==> config.mk <==
export PLATFORM = sky130hd
export DESIGN_NAME = branch_resolve_unit
export DESIGN_NICKNAME = d
export VERILOG_FILES = /design/src/rtl/br_pkg.sv /design/src/rtl/br_track_fifo.sv /design/src/rtl/branch_resolve_unit.sv
export SDC_FILE = /design/constraint.sdc
export NUM_CORES = 1
export LEC_CHECK = 0
export CELL_PAD_IN_SITES_DETAIL_PLACEMENT = 0
export CELL_PAD_IN_SITES_GLOBAL_PLACEMENT = 1
export CORE_ASPECT_RATIO = 1.4
export CORE_UTILIZATION = 25
export CTS_BUF_LIST = sky130_fd_sc_hd__clkbuf_4 sky130_fd_sc_hd__clkbuf_8
export CTS_CLUSTER_DIAMETER = 200
export CTS_CLUSTER_SIZE = 28
export DETAILED_ROUTE_END_ITERATION = 10
export HOLD_SLACK_MARGIN = 0.1
export PLACE_DENSITY_LB_ADDON = 0.1
export SYNTH_ARGS = -nofsm -noshare
export SYNTH_HDL_FRONTEND = slang
export SYNTH_HIERARCHICAL = 1
export SYNTH_SLANG_ARGS = --single-unit
==> constraint.sdc <==
create_clock -name i_clk -period 4.5 [get_ports i_clk]
set_input_delay 0.45 -clock i_clk [delete_from_list [all_inputs] [get_ports i_clk]]
set_output_delay 0.45 -clock i_clk [all_outputs]
set_load 0.02 [all_outputs]
==> src/rtl/br_pkg.sv <==
// Package for the branch resolve unit.
// Holds the default tracker depth and predictor index width, and the
// per-instruction tracking entry {pred, index}.
package br_pkg;
  localparam int BR_DEPTH = 4;
  localparam int BR_IDX_W = 4;

  typedef struct packed {
    logic                pred;
    logic [BR_IDX_W-1:0] index;
  } br_entry_t;
endpackage

==> src/rtl/br_track_fifo.sv <==
// Circular buffer tracking in-flight predictions from IF to MEM.
// Ports:
//   i_clk, i_reset_n : clock, synchronous active-low reset
//   i_push, i_data   : write one entry (caller guarantees space or same-cycle pop)
//   i_pop            : drop the head entry (caller guarantees non-empty)
//   i_clear          : empty the buffer; wins over push/pop
//   o_head           : oldest entry
//   o_full, o_empty  : occupancy flags
module br_track_fifo
  import br_pkg::*;
#(
  parameter int DEPTH = BR_DEPTH,
  parameter int W     = $bits(br_entry_t)
) (
  input  logic         i_clk,
  input  logic         i_reset_n,
  input  logic         i_push,
  input  logic         i_pop,
  input  logic         i_clear,
  input  logic [W-1:0] i_data,
  output logic [W-1:0] o_head,
  output logic         o_full,
  output logic         o_empty
);
  localparam int AW = $clog2(DEPTH);

  logic [W-1:0]  r_mem [DEPTH];
  logic [AW-1:0] r_wr_ptr;
  logic [AW-1:0] r_rd_ptr;
  logic [AW:0]   r_count;

  // Storage carries no reset; pointers/count define what is valid.
  always_ff @(posedge i_clk) begin
    if (i_push) r_mem[r_wr_ptr] <= i_data;
  end

  // Pointers are log2(DEPTH) wide so they wrap without extra logic.
  always_ff @(posedge i_clk) begin
    if (!i_reset_n || i_clear) begin
      r_wr_ptr <= '0;
      r_rd_ptr <= '0;
      r_count  <= '0;
    end else begin
      if (i_push) r_wr_ptr <= r_wr_ptr + 1'b1;
      if (i_pop)  r_rd_ptr <= r_rd_ptr + 1'b1;
      r_count <= r_count + {{AW{1'b0}}, i_push} - {{AW{1'b0}}, i_pop};
    end
  end

  assign o_head  = r_mem[r_rd_ptr];
  assign o_full  = (r_count == (AW+1)'(DEPTH));
  assign o_empty = (r_count == '0);
endmodule

==> src/rtl/branch_resolve_unit.sv <==
// Branch resolve unit: tracks the prediction given to each fetched
// instruction and resolves it when the instruction retires from MEM.
// Ports:
//   i_clk, i_reset_n          : clock, synchronous active-low reset
//   i_if_adv/i_if_pc/i_if_pred: fetch push (entry = {pred, pc[IDX_W:1]})
//   i_mem_adv/i_mem_is_br/i_mem_br_en/i_mem_target/i_mem_pc_plus2: MEM pop
//   o_fetch_stall             : tracker full and not draining this cycle
//   o_pred_write/o_pred_br_en/o_pred_index : predictor update pulse (N+1)
//   o_flush/o_redirect_pc     : mispredict flush and new fetch PC (N+1)
// Optional (macro BR_PERF_CTR_EN): o_br_count, o_mispred_count, 16-bit
// saturating counters of update pulses and flushes.
module branch_resolve_unit
  import br_pkg::*;
#(
  parameter int DEPTH = BR_DEPTH,
  parameter int IDX_W = BR_IDX_W,
  parameter int PC_W  = 16
) (
  input  logic             i_clk,
  input  logic             i_reset_n,
  input  logic             i_if_adv,
  input  logic [PC_W-1:0]  i_if_pc,
  input  logic             i_if_pred,
  input  logic             i_mem_adv,
  input  logic             i_mem_is_br,
  input  logic             i_mem_br_en,
  input  logic [PC_W-1:0]  i_mem_target,
  input  logic [PC_W-1:0]  i_mem_pc_plus2,
  output logic             o_fetch_stall,
  output logic             o_pred_write,
  output logic             o_pred_br_en,
  output logic [IDX_W-1:0] o_pred_index,
  output logic             o_flush,
  output logic [PC_W-1:0]  o_redirect_pc
`ifdef BR_PERF_CTR_EN
  ,
  output logic [15:0]      o_br_count,
  output logic [15:0]      o_mispred_count
`endif
);
  br_entry_t w_in, w_head;
  logic      w_full, w_empty, w_push, w_pop, w_mispred;
  logic      w_unused;

  // Only pc[IDX_W:1] indexes the predictor.
  assign w_unused = ^{i_if_pc[PC_W-1:IDX_W+1], i_if_pc[0]};

  assign w_in.pred  = i_if_pred;
  assign w_in.index = i_if_pc[IDX_W:1];

  assign o_fetch_stall = w_full && !i_mem_adv;

  // o_flush is high in the cycle after a mispredict: everything younger is
  // being killed, so that cycle's push/pop are dropped and the tracker clears.
  assign w_push = i_if_adv && !o_fetch_stall && !o_flush;
  assign w_pop  = i_mem_adv && !w_empty && !o_flush;

  br_track_fifo #(.DEPTH(DEPTH), .W($bits(br_entry_t))) u_fifo (
    .i_clk    (i_clk),
    .i_reset_n(i_reset_n),
    .i_push   (w_push),
    .i_pop    (w_pop),
    .i_clear  (o_flush),
    .i_data   (w_in),
    .o_head   (w_head),
    .o_full   (w_full),
    .o_empty  (w_empty)
  );

  // A non-branch predicted taken also redirected fetch, so it mispredicts.
  assign w_mispred = i_mem_is_br ? (w_head.pred != i_mem_br_en) : w_head.pred;

  // Outputs are single-cycle pulses; zero whenever no valid pop happened.
  always_ff @(posedge i_clk) begin
    if (!i_reset_n) begin
      o_pred_write  <= 1'b0;
      o_pred_br_en  <= 1'b0;
      o_pred_index  <= '0;
      o_flush       <= 1'b0;
      o_redirect_pc <= '0;
    end else begin
      o_pred_write  <= w_pop && i_mem_is_br;
      o_pred_br_en  <= w_pop && i_mem_br_en;
      o_pred_index  <= w_pop ? w_head.index : '0;
      o_flush       <= w_pop && w_mispred;
      if (w_pop && w_mispred)
        o_redirect_pc <= (i_mem_is_br && i_mem_br_en) ? i_mem_target : i_mem_pc_plus2;
      else
        o_redirect_pc <= '0;
    end
  end

`ifdef BR_PERF_CTR_EN
  always_ff @(posedge i_clk) begin
    if (!i_reset_n) begin
      o_br_count      <= '0;
      o_mispred_count <= '0;
    end else begin
      if (o_pred_write && (o_br_count != 16'hFFFF))
        o_br_count <= o_br_count + 16'd1;
      if (o_flush && (o_mispred_count != 16'hFFFF))
        o_mispred_count <= o_mispred_count + 16'd1;
    end
  end
`endif
endmodule
==> flow_metrics.py <==
metrics = {
    "placement": {
        "dp_hpwl_mm": 3.24,
        "numPortBuffers": 66,
        "gp_congestion": 0.689,
        "pre_cts_slack_ns": 1.81,
    },
    "timing": {
        "tightest_slew_ns": 0.844,
        "fin_ws_ns": 2.15,
        "hold_viol": 0,
        "max_freq_mhz": 425,
        "layout_min_cycle_time_ns": 2.35,
        "fin_tns_setup_ns": 0,
        "hold_slack_ns": 0.550,
        "relSlewSlack": 0.436,
        "rsz0062_at_grt": "no",
        "setup-violations-final": 0,
        "finalCritPeriodShare": 0.523,
        "skew_ns": 0.00954,
        "finalMaxSlewViolations": 0,
    },
    "pwr": {
        "powerDensity_mw_per_mm2": 439,
        "leakage_nw": 1.03,
        "ir_drop_mv": 0.158,
    },
    "floorplanning": {
        "die_area_mm2": 0.00834,
        "core_area_mm2": 0.00775,
        "die_h_um": 108,
        "die_w_um": 77.5,
        "rows": 38,
        "start_util": 0.257,
        "io_pins": 79,
    },
    "synth": {
        "synth_area_leaders": "dfxtp_1 (32%), edfxtp_1 (30%), mux4_2 (5.6%)",
        "yosysWarnings": 6,
        "syn_avg_cell_area_um2": 13.5,
        "ys_seq_area_frac": 0.622,
        "synth_top_area_cell": "dfxtp_1",
        "yosysTopAreaCellShare": 0.321,
        "syn_area_mm2": 0.00199,
        "synth_nets": 210,
        "synth_cell_types": 32,
        "netlist_instances": 148,
        "yosys_register_bits": 52,
    },
    "worst_setup_path": {
        "critPathLaunchType": "flip-flop",
        "cp.arrival_ns": 2.55,
        "path_delay_family": "simple AND/OR/NAND/NOR gates",
        "cp.required_ns": 4.69,
        "path_class": "flip-flop to flip-flop",
        "cpMostUsedCell": "inv_1",
        "critPathMaxStageDelay_ns": 0.69,
        "critPathMaxFanout": 7,
        "crit_buf_inv": 2,
        "end_kind": "flip-flop",
        "path_cells": "inv_1 > and3_1 > nor2b_1 > nor3b_1 > ha_1 > fa_1 > inv_1 > nor2_1",
        "cp_slowest_cell": "nor3b_1",
    },
    "global_route": {
        "antenna_found_initial": 0,
        "grt_first_pass_wirelength_mm": 6.91,
        "grt_pass1_vias": 1369,
        "grt.overflow.total": 0,
        "grt_max_degree": 19,
        "grtUsageTotal": 0.110,
    },
    "clocking": {
        "cts.sinks": 52,
        "clkTransAtPathRegs_ns": 0.09,
        "cts_made_buffers": 5,
        "cts_tree": "built",
        "htree_levels": 2,
        "clk_latency_ns": 0.31,
        "clockRootBuffer": "clkbuf_8",
        "holdBufCountCts": 0,
        "clockBufferDepth": 2,
        "cts.repair.resized": 0,
        "cts_setup_buffers": 0,
    },
    "routing": {
        "num_vias": 1323,
        "drc": 0,
        "drt-pass1-iter-count": 4,
        "ant_nets": 0,
        "avgViaCountPerCell": 4.19,
        "wirelength_mm": 4.27,
        "drtIter0Drc": 42,
        "wl_per_cell_um": 13.5,
    },
    "cells_and_area": {
        "antenna_cells": 0,
        "drive_above_1_share": 0.0833,
        "area_growth_pct": 41.2,
        "fin_nets": 277,
    },
    "job": {
        "cap_violations": 0,
    },
    "min_path": {
        "hp-class": "flip-flop to flip-flop",
    },
    "status": {
        "status": "finished, final reports clean",
    },
}
cell usage in the layout, fill, tap and decap left out, drive strengths merged:
cell type and instances:
clkdlybuf4s50 66, dfxtp 32, nor2 23, edfxtp 20, a22oi 14, inv 10
and3 7, ha 6, clkbuf 5, mux4 5, and2 4, a21oi 3
nand4b 2, nand3 2, xnor2 2, nor3b 2, nand2 2, nor2b 1
and3b 1, a21boi 1, clkinv 1, nor3 1, nand2b 1, a21bo 1
nand3b 1, mux2i 1, xor3 1, fa 1
kinds of logic (layout without fill, tap and decap cells):
| group | Yosys count | after routing | share of synthesized area |
|---|---|---|---|
| DFF | 52 | 52 | 0.622 |
| xor gates and xnor gates | 3 | 3 | 0.0207 |
| buffers and inverters | 14 | 82 | 0.0452 |
| muxes | 6 | 6 | 0.0615 |
| and+or+nand+nor | 47 | 47 | 0.129 |
| AOI/OAI and AO/OA | 19 | 19 | 0.0734 |
| adders and majority gates | 7 | 7 | 0.0477 |
Yosys cell counts (all sizes together):
| cell | count |
|---|---|
| nand3 | 2 |
| and3 | 7 |
| nand4b | 2 |
| mux2i | 1 |
| nand3b | 1 |
| nor2 | 23 |
| and2 | 4 |
| clkbuf | 1 |
| edfxtp | 20 |
| xnor2 | 2 |
| nor3b | 2 |
| and3b | 1 |
| fa | 1 |
| dfxtp | 32 |
| nand2 | 2 |
| a21boi | 1 |
| a21oi | 3 |
| nor3 | 1 |
| buf | 5 |
| nor2b | 1 |
| ha | 6 |
| mux4 | 5 |
| inv | 8 |
| a22oi | 14 |
| nand2b | 1 |
| xor3 | 1 |
| a21bo | 1 |
report_power, final:
part | switching (mW) | total (mW) | internal [mW]
clock | 0.165 | 0.279 | 0.115
combinational | 0.176 | 0.365 | 0.189
sequential | 0.0376 | 0.591 | 0.553
per-layer routing:
layer | global-route usage | share of wire | up-vias
met4 | 0.0485 | 0.011 | 0
met2 | 0.201 | 0.53 | 61
met5 | 0 | 0 | -
li1 | - | - | 658
met1 | 0.111 | 0.39 | 599
met3 | 0.0381 | 0.076 | 5
final timing paths:
check	slack [ns]	endpoint	startpoint	cells past startpoint
setup reg to reg	2.15	u_fifo/r_count[1]$_SDFF_PP0_	u_fifo/r_count[1]$_SDFF_PP0_	8
hold reg to reg	0.55	u_fifo/r_rd_ptr[1]$_SDFFE_PP0P_	u_fifo/r_rd_ptr[1]$_SDFFE_PP0P_	2
setup / recovery	2.15	u_fifo/r_count[1]$_SDFF_PP0_	u_fifo/r_count[1]$_SDFF_PP0_	8
hold / removal	0.55	u_fifo/r_rd_ptr[1]$_SDFFE_PP0P_	u_fifo/r_rd_ptr[1]$_SDFFE_PP0P_	2
layout make-up:
type / count / area (um2)
Fill cell: 760 / 4930
Multi-Input combinational cell: 82 / 663
Tap cell: 100 / 125
Clock inverter: 3 / 26.3
Inverter: 8 / 30.0
Clock buffer: 5 / 68.8
Sequential cell: 52 / 1240
Timing Repair Buffer: 66 / 661
stage by stage:
stage | total power [mW] | std cells | instance area, um2 | utilization
2_1_floorplan | 0.854 | 148 | 1990 | -
3_3_place_gp | 0.961 | 308 | 2720 | 0.351
3_5_place_dp | 0.977 | 308 | 2720 | 0.351
4_1_cts | 1.26 | 316 | 2820 | 0.363
5_1_grt | 1.32 | 316 | 2820 | 0.363
6_report | 1.23 | 316 | 2820 | 0.363
registers in the layout (all words and copies together), names as in the netlist, named ones only:
| signal | flops |
|---|---|
| o_pred_index | 4 |
| o_redirect_pc | 16 |
| u_fifo/r_mem | 20 |
| o_flush | 1 |
| u_fifo/r_wr_ptr | 2 |
| u_fifo/r_rd_ptr | 2 |
| o_pred_br_en | 1 |
| o_pred_write | 1 |
| u_fifo/r_count | 3 |
worst min-delay path: stages (launching register included):
cell      delay, ns
dfxtp_1        0.33
nand3b_1       0.10
a21oi_1        0.07
Note: power is estimated with default switching activity, not from simulation.
